[config.mk]
export PLATFORM = sky130hd
export DESIGN_NAME = i2c_arbiter_flat
export DESIGN_NICKNAME = d
export VERILOG_FILES = /design/src/rtl/i2c_arbiter_if.sv /design/src/rtl/i2c_arbiter.sv /design/src/flat_wrapper.sv
export SDC_FILE = /design/constraint.sdc
export NUM_CORES = 1
export LEC_CHECK = 0
export ABC_CLOCK_PERIOD_IN_PS = 1370
export BUFFER_PORTS_ARGS = -buffer_cell sky130_fd_sc_hd__buf_2
export CAP_MARGIN = 30
export CORE_ASPECT_RATIO = 1.4
export CORE_MARGIN = 8
export CORE_UTILIZATION = 39
export DETAILED_ROUTE_END_ITERATION = 7
export PLACE_DENSITY = 0.76
export SLEW_MARGIN = 20
export SYNTH_ARGS = -nofsm -noshare
export SYNTH_HDL_FRONTEND = slang
export SYNTH_SLANG_ARGS = --single-unit
[constraint.sdc]
create_clock -name clk_i -period 1.37 [get_ports clk_i]
set_clock_uncertainty 0.05 [all_clocks]
set_input_delay 0.274 -clock clk_i [delete_from_list [all_inputs] [get_ports clk_i]]
set_output_delay 0.274 -clock clk_i [all_outputs]
set_load 0.02 [all_outputs]
[src/rtl/i2c_arbiter_if.sv]
// i2c_arbiter_if: bundles the requester-side and I2C-master-side signals of
// the two-requester I2C arbiter. Signal suffixes are from the arbiter's
// point of view (_i into the arbiter, _o out of it).
//
// Handshake: a requester raises req_i[n] as a level and holds it. Once
// gnt_o[n] is seen, it may issue one wr_i[n] or rd_i[n] pulse with its
// fields valid in that same cycle. It then keeps req_i[n] high until
// done_o[n] pulses. Dropping req_i[n] while granted but before a pulse
// withdraws the request with no done_o. data_valid_o[n] qualifies data_o
// in the cycle it is high. There is no back-pressure on any return path.
interface i2c_arbiter_if;
  // requester side
  logic [1:0]  req_i;
  logic [1:0]  wr_i;
  logic [1:0]  rd_i;
  logic [15:0] slave_addr_i;
  logic [15:0] din_i;
  logic [15:0] cmd_i;
  logic [15:0] nbytes_i;
  logic [1:0]  gnt_o;
  logic [1:0]  done_o;
  logic [1:0]  data_valid_o;
  logic [7:0]  data_o;
  logic        rxak_o;
  logic        arb_lost_o;
  logic        timeout_o;
  // I2C master side
  logic        i2c_busy_i;
  logic        i2c_write_done_i;
  logic        i2c_data_out_valid_i;
  logic        i2c_rxak_i;
  logic        i2c_arb_lost_i;
  logic [7:0]  i2c_data_out_i;
  logic        i2c_write_o;
  logic        i2c_read_o;
  logic [7:0]  i2c_slave_addr_o;
  logic [7:0]  i2c_din_o;
  logic [7:0]  i2c_command_byte_o;
  logic [7:0]  i2c_num_bytes_o;

  // arbiter view
  modport master (
    input  req_i, wr_i, rd_i, slave_addr_i, din_i, cmd_i, nbytes_i,
    input  i2c_busy_i, i2c_write_done_i, i2c_data_out_valid_i,
    input  i2c_rxak_i, i2c_arb_lost_i, i2c_data_out_i,
    output gnt_o, done_o, data_valid_o, data_o, rxak_o, arb_lost_o, timeout_o,
    output i2c_write_o, i2c_read_o, i2c_slave_addr_o, i2c_din_o,
    output i2c_command_byte_o, i2c_num_bytes_o
  );

  // environment view (requesters plus I2C master)
  modport slave (
    output req_i, wr_i, rd_i, slave_addr_i, din_i, cmd_i, nbytes_i,
    output i2c_busy_i, i2c_write_done_i, i2c_data_out_valid_i,
    output i2c_rxak_i, i2c_arb_lost_i, i2c_data_out_i,
    input  gnt_o, done_o, data_valid_o, data_o, rxak_o, arb_lost_o, timeout_o,
    input  i2c_write_o, i2c_read_o, i2c_slave_addr_o, i2c_din_o,
    input  i2c_command_byte_o, i2c_num_bytes_o
  );
endinterface

[src/rtl/i2c_arbiter.sv]
// i2c_arbiter: round-robin sharing of one I2C master between two requesters.
// The grant is held from a request until the master goes idle again. The
// owner's fields are latched on its start pulse. Completion, status and read
// data are returned only to the owner.
// Optional feature macro: I2C_ARB_TIMEOUT_EN. When it is defined, a stuck
// transfer is force-released TIMEOUT_CYCLES cycles after LAUNCH (minimum 2).
// When it is undefined, no counter is built and timeout_o is 0.
module i2c_arbiter #(
  parameter int unsigned TIMEOUT_CYCLES = 100000
) (
  input  logic            clk_i,
  input  logic            reset_i,
  i2c_arbiter_if.master   bus,
  output logic [2:0]      dbg_state_o
);

  typedef enum logic [2:0] {
    S_IDLE      = 3'd0,
    S_GRANT     = 3'd1,
    S_LAUNCH    = 3'd2,
    S_WAIT_BUSY = 3'd3,
    S_WAIT_DONE = 3'd4,
    S_RELEASE   = 3'd5
  } state_t;

  state_t     state_q, state_d;
  logic       owner_q, owner_d;
  logic       last_owner_q, last_owner_d;
  logic       op_wr_q, op_wr_d;
  logic       latch_en;
  logic [1:0] owner_oh;
  logic       owner_pulse;
  logic       in_wait;
  logic [7:0] addr_q, din_q, cmd_q, nbytes_q;
  logic [7:0] data_q;
  logic       rxak_q, arb_lost_q;
  logic [1:0] data_valid_q;

  // Completion is taken from busy falling, so write_done carries no extra information.
  logic unused_write_done;
  assign unused_write_done = bus.i2c_write_done_i;

  assign owner_oh    = owner_q ? 2'b10 : 2'b01;
  assign owner_pulse = bus.wr_i[owner_q] | bus.rd_i[owner_q];
  assign in_wait     = (state_q == S_WAIT_BUSY) || (state_q == S_WAIT_DONE);

`ifdef I2C_ARB_TIMEOUT_EN
  // Counter value c in the wait states means c+1 wait cycles have elapsed.
  // Firing at TIMEOUT_CYCLES-2 lands RELEASE TIMEOUT_CYCLES cycles after LAUNCH.
  localparam int unsigned CNT_W = $clog2(TIMEOUT_CYCLES + 1);
  logic [CNT_W-1:0] cnt_q, cnt_d;
  logic             to_q, to_d;
  logic             to_hit;

  assign to_hit = (cnt_q >= CNT_W'(TIMEOUT_CYCLES - 2));

  // Timeout counter and sticky "this release was forced" flag, both cleared on LAUNCH.
  always_comb begin
    cnt_d = cnt_q;
    to_d  = to_q;
    if (state_q == S_LAUNCH) begin
      cnt_d = '0;
      to_d  = 1'b0;
    end else if (in_wait) begin
      cnt_d = cnt_q + 1'b1;
      if (to_hit) to_d = 1'b1;
    end
  end

  // Timeout counter registers.
  always_ff @(posedge clk_i) begin
    if (reset_i) begin
      cnt_q <= '0;
      to_q  <= 1'b0;
    end else begin
      cnt_q <= cnt_d;
      to_q  <= to_d;
    end
  end

  assign bus.timeout_o = (state_q == S_RELEASE) && to_q;
`else
  // The parameter has no effect in this build; it is kept so instantiations match.
  localparam int unsigned unused_timeout_cycles = TIMEOUT_CYCLES;
  assign bus.timeout_o = 1'b0;
`endif

  // Next-state logic: owner selection, launch and release sequencing.
  always_comb begin
    state_d      = state_q;
    owner_d      = owner_q;
    last_owner_d = last_owner_q;
    op_wr_d      = op_wr_q;
    latch_en     = 1'b0;
    case (state_q)
      S_IDLE: begin
        // A busy master means some other user still holds the bus.
        if ((bus.req_i != 2'b00) && !bus.i2c_busy_i) begin
          state_d = S_GRANT;
          case (bus.req_i)
            2'b01:   owner_d = 1'b0;
            2'b10:   owner_d = 1'b1;
            default: owner_d = ~last_owner_q;
          endcase
        end
      end
      S_GRANT: begin
        if (owner_pulse) begin
          latch_en = 1'b1;
          op_wr_d  = bus.wr_i[owner_q];  // write wins when both pulse
          state_d  = S_LAUNCH;
        end else if (!bus.req_i[owner_q]) begin
          state_d = S_IDLE;
        end
      end
      S_LAUNCH:    state_d = S_WAIT_BUSY;
      S_WAIT_BUSY: if (bus.i2c_busy_i)  state_d = S_WAIT_DONE;
      S_WAIT_DONE: if (!bus.i2c_busy_i) state_d = S_RELEASE;
      S_RELEASE: begin
        last_owner_d = owner_q;
        state_d      = S_IDLE;
      end
      default: state_d = S_IDLE;
    endcase
`ifdef I2C_ARB_TIMEOUT_EN
    if (in_wait && to_hit) state_d = S_RELEASE;
`endif
  end

  // FSM and ownership registers.
  always_ff @(posedge clk_i) begin
    if (reset_i) begin
      state_q      <= S_IDLE;
      owner_q      <= 1'b0;
      last_owner_q <= 1'b1;  // requester 0 wins the first tie
      op_wr_q      <= 1'b0;
    end else begin
      state_q      <= state_d;
      owner_q      <= owner_d;
      last_owner_q <= last_owner_d;
      op_wr_q      <= op_wr_d;
    end
  end

  // Field latch: the owner's byte lane is captured on its start pulse and held.
  always_ff @(posedge clk_i) begin
    if (reset_i) begin
      addr_q   <= 8'h00;
      din_q    <= 8'h00;
      cmd_q    <= 8'h00;
      nbytes_q <= 8'h00;
    end else if (latch_en) begin
      addr_q   <= bus.slave_addr_i[{owner_q, 3'b000} +: 8];
      din_q    <= bus.din_i[{owner_q, 3'b000} +: 8];
      cmd_q    <= bus.cmd_i[{owner_q, 3'b000} +: 8];
      nbytes_q <= bus.nbytes_i[{owner_q, 3'b000} +: 8];
    end
  end

  // Return path: status and data are sampled every cycle; valid is owner-gated.
  always_ff @(posedge clk_i) begin
    if (reset_i) begin
      data_q       <= 8'h00;
      rxak_q       <= 1'b0;
      arb_lost_q   <= 1'b0;
      data_valid_q <= 2'b00;
    end else begin
      data_q       <= bus.i2c_data_out_i;
      rxak_q       <= bus.i2c_rxak_i;
      arb_lost_q   <= bus.i2c_arb_lost_i;
      data_valid_q <= ((state_q == S_WAIT_DONE) && bus.i2c_data_out_valid_i) ? owner_oh : 2'b00;
    end
  end

  assign bus.gnt_o              = (state_q != S_IDLE) ? owner_oh : 2'b00;
  assign bus.done_o             = (state_q == S_RELEASE) ? owner_oh : 2'b00;
  assign bus.i2c_write_o        = (state_q == S_LAUNCH) && op_wr_q;
  assign bus.i2c_read_o         = (state_q == S_LAUNCH) && !op_wr_q;
  assign bus.i2c_slave_addr_o   = addr_q;
  assign bus.i2c_din_o          = din_q;
  assign bus.i2c_command_byte_o = cmd_q;
  assign bus.i2c_num_bytes_o    = nbytes_q;
  assign bus.data_o             = data_q;
  assign bus.rxak_o             = rxak_q;
  assign bus.arb_lost_o         = arb_lost_q;
  assign bus.data_valid_o       = data_valid_q;
  assign dbg_state_o            = state_q;

endmodule

[src/flat_wrapper.sv]
// flat-port wrapper written by rule: the top's interface ports become plain ports
module i2c_arbiter_flat 
#(
  parameter int unsigned TIMEOUT_CYCLES = 100000
)
  (clk_i, reset_i, dbg_state_o, bus_req_i, bus_wr_i, bus_rd_i, bus_slave_addr_i, bus_din_i, bus_cmd_i, bus_nbytes_i, bus_i2c_busy_i, bus_i2c_write_done_i, bus_i2c_data_out_valid_i, bus_i2c_rxak_i, bus_i2c_arb_lost_i, bus_i2c_data_out_i, bus_gnt_o, bus_done_o, bus_data_valid_o, bus_data_o, bus_rxak_o, bus_arb_lost_o, bus_timeout_o, bus_i2c_write_o, bus_i2c_read_o, bus_i2c_slave_addr_o, bus_i2c_din_o, bus_i2c_command_byte_o, bus_i2c_num_bytes_o);
  i2c_arbiter_if bus_i ();
  input  logic clk_i;
  input  logic reset_i;
  output logic [2:0] dbg_state_o;
  input wire logic [$bits(bus_i.req_i)-1:0] bus_req_i;
  input wire logic [$bits(bus_i.wr_i)-1:0] bus_wr_i;
  input wire logic [$bits(bus_i.rd_i)-1:0] bus_rd_i;
  input wire logic [$bits(bus_i.slave_addr_i)-1:0] bus_slave_addr_i;
  input wire logic [$bits(bus_i.din_i)-1:0] bus_din_i;
  input wire logic [$bits(bus_i.cmd_i)-1:0] bus_cmd_i;
  input wire logic [$bits(bus_i.nbytes_i)-1:0] bus_nbytes_i;
  input wire logic [$bits(bus_i.i2c_busy_i)-1:0] bus_i2c_busy_i;
  input wire logic [$bits(bus_i.i2c_write_done_i)-1:0] bus_i2c_write_done_i;
  input wire logic [$bits(bus_i.i2c_data_out_valid_i)-1:0] bus_i2c_data_out_valid_i;
  input wire logic [$bits(bus_i.i2c_rxak_i)-1:0] bus_i2c_rxak_i;
  input wire logic [$bits(bus_i.i2c_arb_lost_i)-1:0] bus_i2c_arb_lost_i;
  input wire logic [$bits(bus_i.i2c_data_out_i)-1:0] bus_i2c_data_out_i;
  output wire logic [$bits(bus_i.gnt_o)-1:0] bus_gnt_o;
  output wire logic [$bits(bus_i.done_o)-1:0] bus_done_o;
  output wire logic [$bits(bus_i.data_valid_o)-1:0] bus_data_valid_o;
  output wire logic [$bits(bus_i.data_o)-1:0] bus_data_o;
  output wire logic [$bits(bus_i.rxak_o)-1:0] bus_rxak_o;
  output wire logic [$bits(bus_i.arb_lost_o)-1:0] bus_arb_lost_o;
  output wire logic [$bits(bus_i.timeout_o)-1:0] bus_timeout_o;
  output wire logic [$bits(bus_i.i2c_write_o)-1:0] bus_i2c_write_o;
  output wire logic [$bits(bus_i.i2c_read_o)-1:0] bus_i2c_read_o;
  output wire logic [$bits(bus_i.i2c_slave_addr_o)-1:0] bus_i2c_slave_addr_o;
  output wire logic [$bits(bus_i.i2c_din_o)-1:0] bus_i2c_din_o;
  output wire logic [$bits(bus_i.i2c_command_byte_o)-1:0] bus_i2c_command_byte_o;
  output wire logic [$bits(bus_i.i2c_num_bytes_o)-1:0] bus_i2c_num_bytes_o;
  assign bus_i.req_i = bus_req_i;
  assign bus_i.wr_i = bus_wr_i;
  assign bus_i.rd_i = bus_rd_i;
  assign bus_i.slave_addr_i = bus_slave_addr_i;
  assign bus_i.din_i = bus_din_i;
  assign bus_i.cmd_i = bus_cmd_i;
  assign bus_i.nbytes_i = bus_nbytes_i;
  assign bus_i.i2c_busy_i = bus_i2c_busy_i;
  assign bus_i.i2c_write_done_i = bus_i2c_write_done_i;
  assign bus_i.i2c_data_out_valid_i = bus_i2c_data_out_valid_i;
  assign bus_i.i2c_rxak_i = bus_i2c_rxak_i;
  assign bus_i.i2c_arb_lost_i = bus_i2c_arb_lost_i;
  assign bus_i.i2c_data_out_i = bus_i2c_data_out_i;
  assign bus_gnt_o = bus_i.gnt_o;
  assign bus_done_o = bus_i.done_o;
  assign bus_data_valid_o = bus_i.data_valid_o;
  assign bus_data_o = bus_i.data_o;
  assign bus_rxak_o = bus_i.rxak_o;
  assign bus_arb_lost_o = bus_i.arb_lost_o;
  assign bus_timeout_o = bus_i.timeout_o;
  assign bus_i2c_write_o = bus_i.i2c_write_o;
  assign bus_i2c_read_o = bus_i.i2c_read_o;
  assign bus_i2c_slave_addr_o = bus_i.i2c_slave_addr_o;
  assign bus_i2c_din_o = bus_i.i2c_din_o;
  assign bus_i2c_command_byte_o = bus_i.i2c_command_byte_o;
  assign bus_i2c_num_bytes_o = bus_i.i2c_num_bytes_o;
  i2c_arbiter #(.TIMEOUT_CYCLES(TIMEOUT_CYCLES)) u_core (.clk_i(clk_i), .reset_i(reset_i), .bus(bus_i), .dbg_state_o(dbg_state_o));
endmodule
==> impl_metrics.tcl <==
set metrics [dict create \
    highest_layer "met4" \
    setup_viol 41 \
    leakage_nw 1.74 \
    crit_cells 5 \
    crit_fanout 7 \
    diodes 0 \
    p_comb_share_pct 60.6 \
    fin_nets 476 \
    insertion_delay_ns 0.30 \
    synth.distinct_cells 30 \
    slowest_delay_ns 0.36 \
    drt_iter0_drc 39 \
    grt_start_max_net_pins 43 \
    multi_input_area_sq_um 1370 \
    dp_hpwl_um 4840 \
    die_h_um 107 \
    hold_viol 0 \
    area.growth.synth_to_final_pct 68.9 \
    final_common_cell "buf_2" \
    tns_ns -4.90 \
    route.final.wire_length_um 7300 \
    place_area_sq_um 3160 \
    power_switching_mw 3.02 \
    reg2reg_from "u_core.owner_q$_SDFFE_PP0P_" \
    nFillCells 452 \
    max_freq_mhz 629 \
    std_cell_rows 33 \
    synthCells 225 \
    yosysWarnings 0 \
    rsz0062_at_grt "yes" \
    initial_utilization_pct 39.5 \
    grt_usage_pct 17.0 \
    clk_pin_slew_ns 0.09 \
    status "finished, violations left" \
    p_int_mw 4.60 \
    grt_pass1_vias 2404 \
    drc 0 \
    cts_inserted_buffers 5 \
    slew_violations 0 \
    wl_met2_um 4220 \
    register_area_sq_um 1010 \
    p_seq_share_pct 27.8 \
    syn-num-nets 312 \
    die_area_sq_um 8600 \
    avgSynthCellArea_sq_um 10.2 \
    yosys-top-cells-area "dfxtp_1, mux2i_1, a211oi_2" \
    port_buffers 136 \
    place.gp.congestion 0.734 \
    yosys.area.top_type "dfxtp_1" \
    htreeDepth 2 \
    r2r_end "u_core.dbg_state_o[0]$_SDFFE_PP0P_" \
    power.density_nw_per_um2 1970 \
    core_area_sq_um 5780 \
    worstHoldStart "bus_i2c_data_out_i[7]" \
    end_kind "primary output" \
    violations "setup timing" \
    final_cell_mix "buf_2, dfxtp_1, mux2i_1, a211oi_2, buf_4" \
    post_drt_wl_per_cell_um 15.9 \
    total_power_mw 7.61 \
    final.period_utilization_pct 116 \
    drive_gt1_share_pct 65.9 \
    holdCritPathClass "input pin to flop" \
    wl_met1_um 2610 \
    die_w_um 80.7 \
    num_vias 2268 \
    sw_frac_of_total_pct 39.6 \
    cts_tree "built" \
    maxCapViolCount 0 \
    cts_root_buf "clkbuf_8" \
    drtPass1Iterations 4 \
    ys_ff_latch 50 \
    seq_area_frac_synth_pct 43.8 \
    yosysTopAreaCellShare_pct 43.8 \
    design_area_sq_um 3860 \
    cp.required_ns 1.05 \
    drtAntennaViolNets 0 \
    crit_type "flop to primary output" \
    vdd_ir_drop_max_mv 1.03 \
    synth_area_sq_um 2280 \
    worst_slack_ns -0.221 \
    p_clk_share_pct 11.7 \
    cts_sinks 50 \
    timing.reg2reg.setup_slack_ns -0.21 \
    wl_met3_um 403 \
    io_pins 139 \
    grt_overflow 0 \
    drt-vias-per-instance 4.93 \
    hold_end "u_core.bus.data_o[7]$_SDFF_PP0_" \
    period_needed_ns 1.59 \
    crit_path_start_kind "flop" \
    crit_arrival_ns 1.27 \
    slowest_stage "dfxtp_4" \
    cts_hold_buf 0 \
    min_path_cells 2 \
    worst_path_dominant_cell_family "buffers and inverters" \
    cts_buffer_depth 2 \
    antenna_found_initial 0 \
    crit_chain "buf_8 > nor3_2 > buf_4 > nor2b_2 > buf_6" \
    crit_buf_inv 3 \
    r2r_cells 6 \
    grt_pass1_wl_um 11700 \
]
-- routing by layer --
| metal | track usage [%] | up-vias |
|---|---|---|
| met2 | 32.8 | 65 |
| met4 | 4.74 | 0 |
| met5 | 0 | - |
| met1 | 17.4 | 1076 |
| met3 | 3.63 | 4 |
| li1 | - | 1123 |
-- cell usage after synthesis --
library cell	n
nor2b_1	13
o311ai_0	1
inv_1	3
nor3_1	3
a21oi_1	3
mux2_2	2
o21ai_0	1
dfxtp_1	50
and3_1	2
a22oi_1	1
clkbuf_1	10
a211oi_2	20
nor3b_1	1
o41ai_1	1
buf_4	3
nor4b_1	2
a311oi_1	1
nand2b_1	2
a211oi_1	12
ha_1	2
buf_6	4
mux2i_1	33
buf_2	4
conb_1	1
nand2_1	5
nor4bb_1	1
nor3b_2	2
nor2_1	39
a211o_1	2
o211ai_1	1
-- metrics by stage --
step | setup WS (ns) | utilization (%) | hold WS (ns) | instances
4_1_cts | -0.228 | 66.4 | 0.119 | 457
6_report | -0.221 | 66.8 | 0.129 | 460
3_5_place_dp | -0.171 | 54.7 | 0.403 | 426
3_3_place_gp | -0.116 | 54.7 | 0.397 | 426
2_1_floorplan | -0.107 | - | 0.338 | 225
5_1_grt | -0.261 | 66.8 | 0.119 | 460
-- power groups by stage --
stage	clock network, mW	registers, mW	logic (mW)
final	0.887	2.11	4.61
after global routing	0.983	2.17	4.92
after CTS	0.928	2.12	4.60
after detailed placement	0	2.09	3.11
after global placement	0	2.08	3.04
after floorplan	0	2.57	1.72
-- cell type report --
| cell class | instances | area share [%] |
|---|---|---|
| inverter | 3 | 0.292 |
| sequential | 50 | 26.2 |
| multi-input combinational | 151 | 35.5 |
| clock inverter | 2 | 0.324 |
| clock buffer | 6 | 2.14 |
| timing repair buffer | 178 | 33.3 |
| tap | 70 | 2.27 |
-- cells by family (layout without fill, tap and decap cells) --
logic type,after synthesis,count (layout),share of synthesized area (%)
and+or+nand+nor,70,70,15.2
buffers and inverters,24,189,5.97
AOI/OAI and AO/OA,43,43,18.3
other,1,1,0.164
DFF,50,50,43.8
adders and majority gates,2,2,1.10
muxes,35,35,15.4
-- sequential cells by signal, indices dropped and copies added (netlist names) --
name / flops
u_core.bus.arb_lost_o: 1
u_core.bus.data_o: 8
u_core.bus.data_valid_o: 2
u_core.bus.i2c_command_byte_o: 8
u_core.bus.i2c_din_o: 8
u_core.bus.i2c_num_bytes_o: 8
u_core.bus.i2c_slave_addr_o: 8
u_core.bus.rxak_o: 1
u_core.dbg_state_o: 3
u_core.last_owner_q: 1
u_core.op_wr_q: 1
u_core.owner_q: 1
-- how the worst max path moves through the flow --
stage / endpoint / slack, ns / from
final: bus_gnt_o[1] / -0.22 / u_core.dbg_state_o[1]$_SDFFE_PP0P_
after global routing: bus_gnt_o[1] / -0.26 / u_core.dbg_state_o[1]$_SDFFE_PP0P_
after CTS: bus_gnt_o[1] / -0.23 / u_core.dbg_state_o[1]$_SDFFE_PP0P_
after detailed placement: u_core.bus.i2c_slave_addr_o[7]$_SDFFE_PP0P_ / -0.17 / u_core.dbg_state_o[2]$_SDFFE_PP0P_
after global placement: u_core.bus.i2c_command_byte_o[2]$_SDFFE_PP0P_ / -0.12 / u_core.dbg_state_o[1]$_SDFFE_PP0P_
after floorplan: u_core.bus.i2c_command_byte_o[3]$_SDFFE_PP0P_ / -0.11 / u_core.dbg_state_o[1]$_SDFFE_PP0P_
-- what timing repair did --
item                       CTS  global route
cloned                       9             1
pin swaps                    8            11
buffers inserted            14             9
gates resized for setup     65            10
setup endpoints to repair   42            42
Note: power is estimated with default switching activity, not from simulation.
